File: config.mk
export PLATFORM = sky130hd
export DESIGN_NAME = lfsr_period_ctrl
export DESIGN_NICKNAME = d
export VERILOG_FILES = /design/src/rtl/lfsr_period_ctrl.sv
export SDC_FILE = /design/constraint.sdc
export NUM_CORES = 1
export LEC_CHECK = 0
export CORE_ASPECT_RATIO = 0.75
export CORE_MARGIN = 10
export CORE_UTILIZATION = 25
export CTS_CLUSTER_DIAMETER = 60
export DETAILED_ROUTE_END_ITERATION = 8
export HOLD_SLACK_MARGIN = 0.03
export SETUP_SLACK_MARGIN = 0.3
export SYNTH_ARGS = -nofsm -noshare
export SYNTH_HDL_FRONTEND = slang
export SYNTH_SLANG_ARGS = --single-unit
File: constraint.sdc
create_clock -name clk -period 5.41 [get_ports clk]
set_clock_uncertainty 0.05 [all_clocks]
set_input_delay 1.082 -clock clk [delete_from_list [all_inputs] [get_ports clk]]
set_output_delay 1.082 -clock clk [all_outputs]
set_load 0.01 [all_outputs]
File: src/rtl/lfsr_period_ctrl.sv
// Sequencer for an external LFSR counter: loads a seed, then counts a requested
// number of terminal-count pulses, optionally reloading the seed between periods.
module lfsr_period_ctrl #(
  parameter int width = 4,
  parameter int cntw  = 8
) (
  input  logic             clk,
  input  logic             reset,
  input  logic             start,
  input  logic [width-1:0] seed,
  input  logic [cntw-1:0]  periods,
  input  logic             reload_each,
  input  logic             abort,
  input  logic             tercnt,
  output logic [width-1:0] lfsr_data,
  output logic             lfsr_load,
  output logic             lfsr_cen,
  output logic             busy,
  output logic             done,
  output logic [cntw-1:0]  period_cnt,
  output logic             pulse
);

  typedef enum logic [1:0] {
    IDLE = 2'd0,
    LOAD = 2'd1,
    RUN  = 2'd2,
    DONE = 2'd3
  } state_t;

  state_t          state;
  state_t          state_nxt;
  logic [cntw-1:0] periods_q;
  logic            reload_q;
  logic            start_ok;
  logic            count_hit;
  logic [cntw-1:0] cnt_inc;

  assign start_ok = (state == IDLE) && start;
  // abort wins over a coincident tercnt; the compare also keeps period_cnt from wrapping
  assign count_hit = (state == RUN) && tercnt && !abort && (period_cnt != periods_q);
  assign cnt_inc   = period_cnt + 1'b1;

  always_comb begin
    state_nxt = state;
    case (state)
      IDLE: begin
        if (start) state_nxt = (periods == '0) ? DONE : LOAD;
      end
      LOAD: begin
        state_nxt = abort ? IDLE : RUN;
      end
      RUN: begin
        if (abort) begin
          state_nxt = IDLE;
        end else if (count_hit) begin
          if (cnt_inc == periods_q) state_nxt = DONE;
          else if (reload_q)        state_nxt = LOAD;
          else                      state_nxt = RUN;
        end
      end
      DONE: begin
        state_nxt = IDLE;
      end
      default: begin
        state_nxt = IDLE;
      end
    endcase
  end

  always_ff @(posedge clk or negedge reset) begin
    if (!reset) begin
      state      <= IDLE;
      lfsr_data  <= '0;
      periods_q  <= '0;
      reload_q   <= 1'b0;
      period_cnt <= '0;
      pulse      <= 1'b0;
    end else begin
      state <= state_nxt;
      pulse <= count_hit;
      if (start_ok) begin
        lfsr_data  <= seed;
        periods_q  <= periods;
        reload_q   <= reload_each;
        period_cnt <= '0;
      end else if (count_hit) begin
        period_cnt <= cnt_inc;
      end
    end
  end

  // Control strobes decode straight from the state register, so they follow reset at once.
  assign lfsr_load = (state != LOAD);
  assign lfsr_cen  = (state == LOAD) || (state == RUN);
  assign busy      = (state == LOAD) || (state == RUN);
  assign done      = (state == DONE);

endmodule

======== Yosys cells after proc, flatten, opt, wreduce, memory -nomap -nowiden ========
Cells that the tools add are included.
Widths: inputs -> output; s select.
storage, ports and cells
  latch bits .............................. 0
  bits in registers ....................... 24
  word-level logic and storage cells ...... 35
  input port bits ......................... 18
  memories ................................ 0
  memory bits (read-only) ................. 0
  memory bits (writable) .................. 0
  output and inout port bits .............. 17
operators by class
  shift-type cells ........................ 0
  bitwise gates (word level) .............. 0
  reductions and logical operators ........ 10
  divide/modulo/power cells ............... 0
  $add $sub $neg .......................... 1
  multipliers ............................. 0
  equal/unequal tests ..................... 8
  muxes and demuxes ....................... 10
  $lt $le $gt $ge ......................... 0
operator list
  kind                 count
  $mux 8               2
  $mux 2               7
  $add 8x1->8 const B  1
  $eq 8x8->1           1
  $logic_not 8->1      1
  $ne 8x8->1           1
  $pmux 2 s4           1
  $eq 2x2->1 const B   2
  $logic_and 1x1->1    4
  $ne 3x3->1 const B   1
  $eq 2x1->1 const B   1
  $logic_not 2->1      1
  $ne 2x1->1 const B   1
  $ne 2x2->1 const B   1
  $reduce_and 2->1     1
  $reduce_bool 2->1    1
  $logic_not 1->1      1
  $logic_or 1x1->1     1

======== Depth between registers and ports, before layout ========
  word-level depth ........................ 7
  gate-level depth with buffers ........... 8

======== Worst setup path after synthesis ========
Ideal clock, no wire load.
  path type ............................... input to register
  start ................................... input port abort
  end ..................................... register period_cnt[6]
  data arrival time ....................... 1.889 ns
  data required time ...................... 5.228 ns
  buffers on the path ..................... 0
  path slack .............................. 3.339 ns
  stages .................................. 6
  setup time .............................. 0.132 ns
  cells stage by stage .................... and2b_2 > nand2_1 > a21oi_4 > nand4_1 > xor2_1 > nor2_1
between the ends
  word-level cells in the longest chain between the ends .. 4
RTL lines
  what                                line  text
  from (decl)                         13    input logic abort,
  $logic_not 1->1                     41    assign count_hit = (state == RUN) && tercnt && !abort && (period_cnt != periods_q);
  $logic_and 1x1->1 (2 in series)     41
  via count_hit                       36    logic count_hit;
  $reduce_bool 2->1 (no source line)  -
  to (signal assigned)                88    period_cnt <= cnt_inc;
  to (decl)                           20    output logic [cntw-1:0] period_cnt,
The timed path passes the listed nets, and every way through them passes these cells.
A chain may end at the register's enable or synchronous reset.

======== Worst setup path in the final report ========
  start ................................... register state[0]
  end ..................................... output port busy
between the ends
  word-level cells in the longest chain between the ends .. 2
  elaborated cells on any way between the ends .. 3
  classes of those cells .................. 2 x eq/ne; 1 x reduce/logical
RTL lines
  what                                      line  text
  from (decl)                               31    state_t state;
  from (signal assigned)                    80    state <= state_nxt;
  $eq 2x1->1 or $eq 2x2->1 (tied branches)  96    assign busy = (state == LOAD) || (state == RUN);
  $logic_or 1x1->1 (*)                      96
  to (decl)                                 18    output logic busy,
Every way passes the cells marked *; elsewhere a longest branch is shown, timed or not.

==> impl_results.md <==
* Worst Tran Pin Value at 1.10 ns
* Final slew viol count at 0
* CTS Buf Count at 3
* Final GP Congestion at 0.859
* Sequential share of the synthesized area at 0.427
* Post-CTS sizing at 0
* Fmax at 0.367 GHz
* Worst Setup End Kind: output pin
* DIE AREA at 0.00906 mm^2
* Detailed-route wire length at approximately 3500 um
* Final period util at 0.504
* Clock Latency Late Sink at ~0.27 ns
* Syn nets at about 180
* ANT nets after route at 0
* Initial Util at 0.260
* Share of layout cells above drive strength 1 at 0.0645
* HPWL after DPL at 2710 um
* Crit-path max FO at 4
* Status: finished, final reports clean
* Root Buffer: clkbuf_8
* Via density at between 4 and 5
* HP Class: flip-flop to flip-flop
* Clk buf depth at 2
* Worst Path Class, Setup: flip-flop to output pin
* Mapped cell area at between 0.001 and 0.0015 mm^2
* Metal-1 WL at 1790 um
* Mapped Avg Cell Area at 9.07 um^2
* Total number of H-tree levels at 1
* Yosys top cell area share at 0.427
* I/O Pins at 35
* Arr. time, crit path at between 1.5 and 2 ns
* Worst Reg-to-Reg Cells at 7
* Synth Register Bits at 24
* Tmin final at 2.73 ns
* Wirelength per Cell at 13.5 um
* Core ar. at roughly 0.0054 mm^2
* Hold_buf cts at 0
* Initial detailed-routing violation count at 44
* Synth Instances at 155
* Global route total overflow at 0
* CTS sink count at 24
* Setup-failing EPs final at 0
* Buffers on Ports at 34
* Max Cap Violations at 0
* Die X at 107 um
* Worst-path clk slew at approximately 0.090 ns
* Drt pass-1 iters at 4
* Placed cell count at 257
* Setup_tns at 0 ns
* Top Layer Used: met4
* # diodes at 0
* Vias in the first global route at approximately 1200
* Yosys Warn Count at 0
* Hold depth at 2
* Total power at 0.812 mW
* Final Hold Fails at 0
* Power Dens Cells at 434 mW/mm^2
* Die span in y at between 80 and 90 um
* Peak VDD IR at about 160 uV
* Largest cells by area after synthesis: dfrtp_1 43%, nand2_1 12%, xor2_1 6.2%
* Synth cell types at 37
* Max-slew headroom at 0.264
* Remaining DRCs at 0
* Row cnt at 23
* Synth-to-layout area growth at 33.1%
* WL met3 at 230 um
* Post-CTS setup buffers at 0
* LEAKAGE at a little over 0.8 nW
* Wire length on met2 at about 1500 um
* Total GRT Usage at 0.0807
* First-pass GRT wire length at 6020 um
* Final net count at 211
* RSZ-0062 raised after global routing: no
* CP required at around 4.3 ns
* Final cell count without fillers at 261
* Largest net degree at the start of global routing at 25
* Vias at around 1100
* Initial antenna violation count at 0
* Critical path launch point type: flip-flop
* CTS tree: yes
* Area leader, netlist: dfrtp_1
sequential cells by signal, summed over array words and instances, names as in the netlist:
register / count
state: 2
periods_q: 8
period_cnt: 8
lfsr_data: 4
pulse: 1
reload_q: 1
path summary, 6_finish.rpt:
check	start	slack, ns	to
min reg2reg	lfsr_data[3]	0.44	lfsr_data[3]
max reg2reg	period_cnt[0]	3.32	state[0]
max in group asynchronous	reset	3.30	period_cnt[3]
max	state[0]	2.68	busy
min in group asynchronous	reset	1.35	period_cnt[1]
min	lfsr_data[3]	0.44	lfsr_data[3]
placed cells by master, fill, tap and decap left out, drive strengths merged:
master         netlist  routed
nand2               44      44
and3                 3       3
a31oi                3       3
clkbuf               3       3
ha                   6       6
and2b                1       1
and2                 1       1
clkdlybuf4s50        0      34
nand4                3       3
o31a                 1       1
o31ai                1       1
dfrtp               24      24
mux2i                1       1
nor4                 2       2
nor3                 1       1
xor2                12      12
o32a                 1       1
nor2                13      13
o2111ai              1       1
and4                 2       2
xnor2                8       8
inv                  7       7
a21oi                4       4
o21ai                3       3
bufinv               0       1
o21bai               1       1
nand3                2       2
nor3b                1       1
a211oi               2       2
cell families (layout without fill, tap and decap cells):
family / after synthesis / count (layout) / share of synthesized area
compound gates: 17 / 17 / 0.0908
buf+inv: 14 / 45 / 0.0472
simple gates: 73 / 73 / 0.239
fa+ha+maj: 6 / 6 / 0.0534
mux: 1 / 1 / 0.00712
xor+xnor: 20 / 20 / 0.135
flops: 24 / 24 / 0.427
cell usage after synthesis:
master and instances:
nand2_1 44, dfrtp_1 24, nor2_1 13, xor2_1 10, xnor2_1 8, inv_1 7
ha_1 6, a21oi_1 3, a31oi_1 3, clkbuf_1 3, nand4_1 3, and3_1 2
buf_2 2, nand3_1 2, o21ai_0 2, xor2_2 2, a211oi_1 1, a211oi_2 1
a21oi_4 1, and2_1 1, and2b_2 1, and3_2 1, and4_1 1, and4_2 1
buf_4 1, buf_6 1, mux2i_1 1, nor3_1 1, nor3b_1 1, nor4_1 1
nor4_4 1, o2111ai_1 1, o21ai_1 1, o21bai_1 1, o31a_1 1, o31ai_1 1
o32a_1 1
final cells by class:
type | count | area, um^2
clock inverters | 1 | 30.0
well taps | 75 | 93.8
flip-flops and latches | 24 | 601
multi-input cells | 117 | 739
repair buffers | 34 | 340
inverters | 7 | 26.3
fillers | 586 | 3540
clock buffers | 3 | 41.3
metal layers:
layer | GRT usage | vias up
li1 | - | 567
met1 | 0.111 | 522
met2 | 0.117 | 27
met3 | 0.0279 | 2
met4 | 0.0184 | 0
met5 | 0 | -
stage by stage:
stage	utilization	instance area, um^2	setup slack, ns	hold WS (ns)
after global placement	0.333	1800	2.74	0.414
after detailed placement	0.333	1800	2.71	0.416
after global routing	0.346	1870	2.58	0.465
after floorplan	-	1410	3.34	0.414
after CTS	0.346	1870	2.66	0.443
final	0.346	1870	2.68	0.441
where the power goes:
part	internal, mW	switching, mW
logic	0.177	0.190
clock network	0.0990	0.0599
registers	0.236	0.0504
critical path, stage by stage (launching register included):
cell and delay (ns):
dfrtp_1 0.41, inv_1 0.09, ha_1 0.30, clkdlybuf4s50_1 0.53
(Power assumes the default switching activity.)
==> patch (same flow settings) <==
The parameter `width` goes from 4 to 6.
--- a/src/rtl/lfsr_period_ctrl.sv
+++ b/src/rtl/lfsr_period_ctrl.sv
@@ -3,3 +3,3 @@
 module lfsr_period_ctrl #(
-  parameter int width = 4,
+  parameter int width = 6,
   parameter int cntw  = 8
Interface: changed (resized lfsr_data and seed); port bits go from 35 to 39. No check against the original RTL was run, so the function may have changed too.
==> patch against the unedited design <==
- routed wire length increased by 1.5%
- sequential share of layout area increased by 1.7 points
- cell area increased by 2.9%
- sequential cell count increased by 2
- worst setup slack got worse by 41 ps
- first-iteration DRC count decreased by 16%
- power increased by 1.3%
- area after synthesis increased by 1.6%
- largest cell class unchanged
==> patch: results (changes against the unedited design) <==
COMBINED_FLIP_FLOP_AND_LATCH_CELL_AREA_UM2=651  # was 601 µm²
FINAL-NONCLK-BUF-SHARE=0.201  # was 0.182
MAPPEDNETLISTNETS=187  # was 179
SYNTH_COMMON_CELLS='nand2_1, dfrtp_1, nor2_1'  # unchanged
FIRST_PASS_GRT_WIRE_LENGTH_UM=6160  # was 6020 µm
REG2REG_FROM='state[0]$_DFFE_PN0P_'  # was period_cnt[0]$_DFFE_PN0P_
TIMING.HOLD.WORST_ENDPOINT='lfsr_data[5]$_DFFE_PN0P_'  # was lfsr_data[3]$_DFFE_PN0P_
WORSTREG2REGEND='period_cnt[6]$_DFFE_PN0P_'  # was state[0]$_DFFE_PN0P_
SYNTH_TOP_CELLS_BY_AREA='dfrtp_1, nand2_1, xor2_1, ha_1, nor2_1'  # was dfrtp_1, nand2_1, xor2_1, ha_1, xnor2_1
FINAL_CELLS=272  # was 261
ROUTED_WL_UM=3570  # was 3520 µm
HOLD-WORST-SLACK_PS=429  # was 441 ps
GP_ROUTABILITY_CONGESTION=0.850  # was 0.859
MULTI_INPUT_CELLS=121  # was 117
MET2_WIRELENGTH_UM=1600  # was 1470 µm
CP_DATA_ARRIVAL_TIME_PS=1640  # was 1600 ps
NUM-FILL-CELLS=541  # was 586
PROPORTION_OF_SYNTHESIZED_CHIP_AREA_IN_SEQUENTIAL_CELLS=0.455  # was 0.427
AREA_SHARE_CLOCK_BUF_INV=0.0214  # was 0.0381
PLACE_HPWL_UM=2820  # was 2710 µm
LARGEST_REGISTERS='period_cnt (8), periods_q (8), lfsr_data (6)'  # was period_cnt (8), periods_q (8), lfsr_data (4)
FIN_NETS=225  # was 211
GRT.TOTAL_USAGE=0.0812  # was 0.0807
MULTI_INPUT_AREA_SHARE=0.375  # was 0.395
WORST_PIN_SLEW_PS=874  # was 1100 ps
GRT_PASS1_VIAS=1232  # was 1164
WL_MET1_UM=1720  # was 1790 µm
PIN_COUNT_OF_THE_BIGGEST_NET_ENTERING_GLOBAL_ROUTING=27  # was 25
RUN_STATUS='finished clean'  # unchanged
POSTSYNTHREGISTERBITS=26  # was 24
INVS_W_O_CLOCK=8  # was 7
[patch: report_power, final]
group          leakage [nW]  internal [mW]  switching (mW)
logic                 0.541          0.194           0.207
clock network        0.0216         0.0498          0.0583
registers             0.336          0.260          0.0534
total                 0.899          0.503           0.319
[patch: logic make-up after synthesis]
group	count (synthesis)	share of synthesized area
adder cells (fa/ha/maj)	6	0.0525
AND/OR/NAND/NOR	82	0.253
multiplexers	1	0.00701
flip-flops	26	0.455
XOR/XNOR	19	0.116
buffers and inverters	14	0.0394
AO/OA/AOI/OAI	13	0.0762
[patch: metal layers]
metal	track usage	up-vias
met1	0.101	530
met3	0.0355	0
met2	0.131	29
met4	0.00736	0
li1	-	590
met5	0	-
[patch: per-stage QoR]
stage                     power (mW)  cell area [µm²]
after global routing           0.903             1930
after floorplan                0.563             1430
final                          0.822             1930
after global placement         0.720             1880
after CTS                      0.837             1930
after detailed placement       0.725             1880
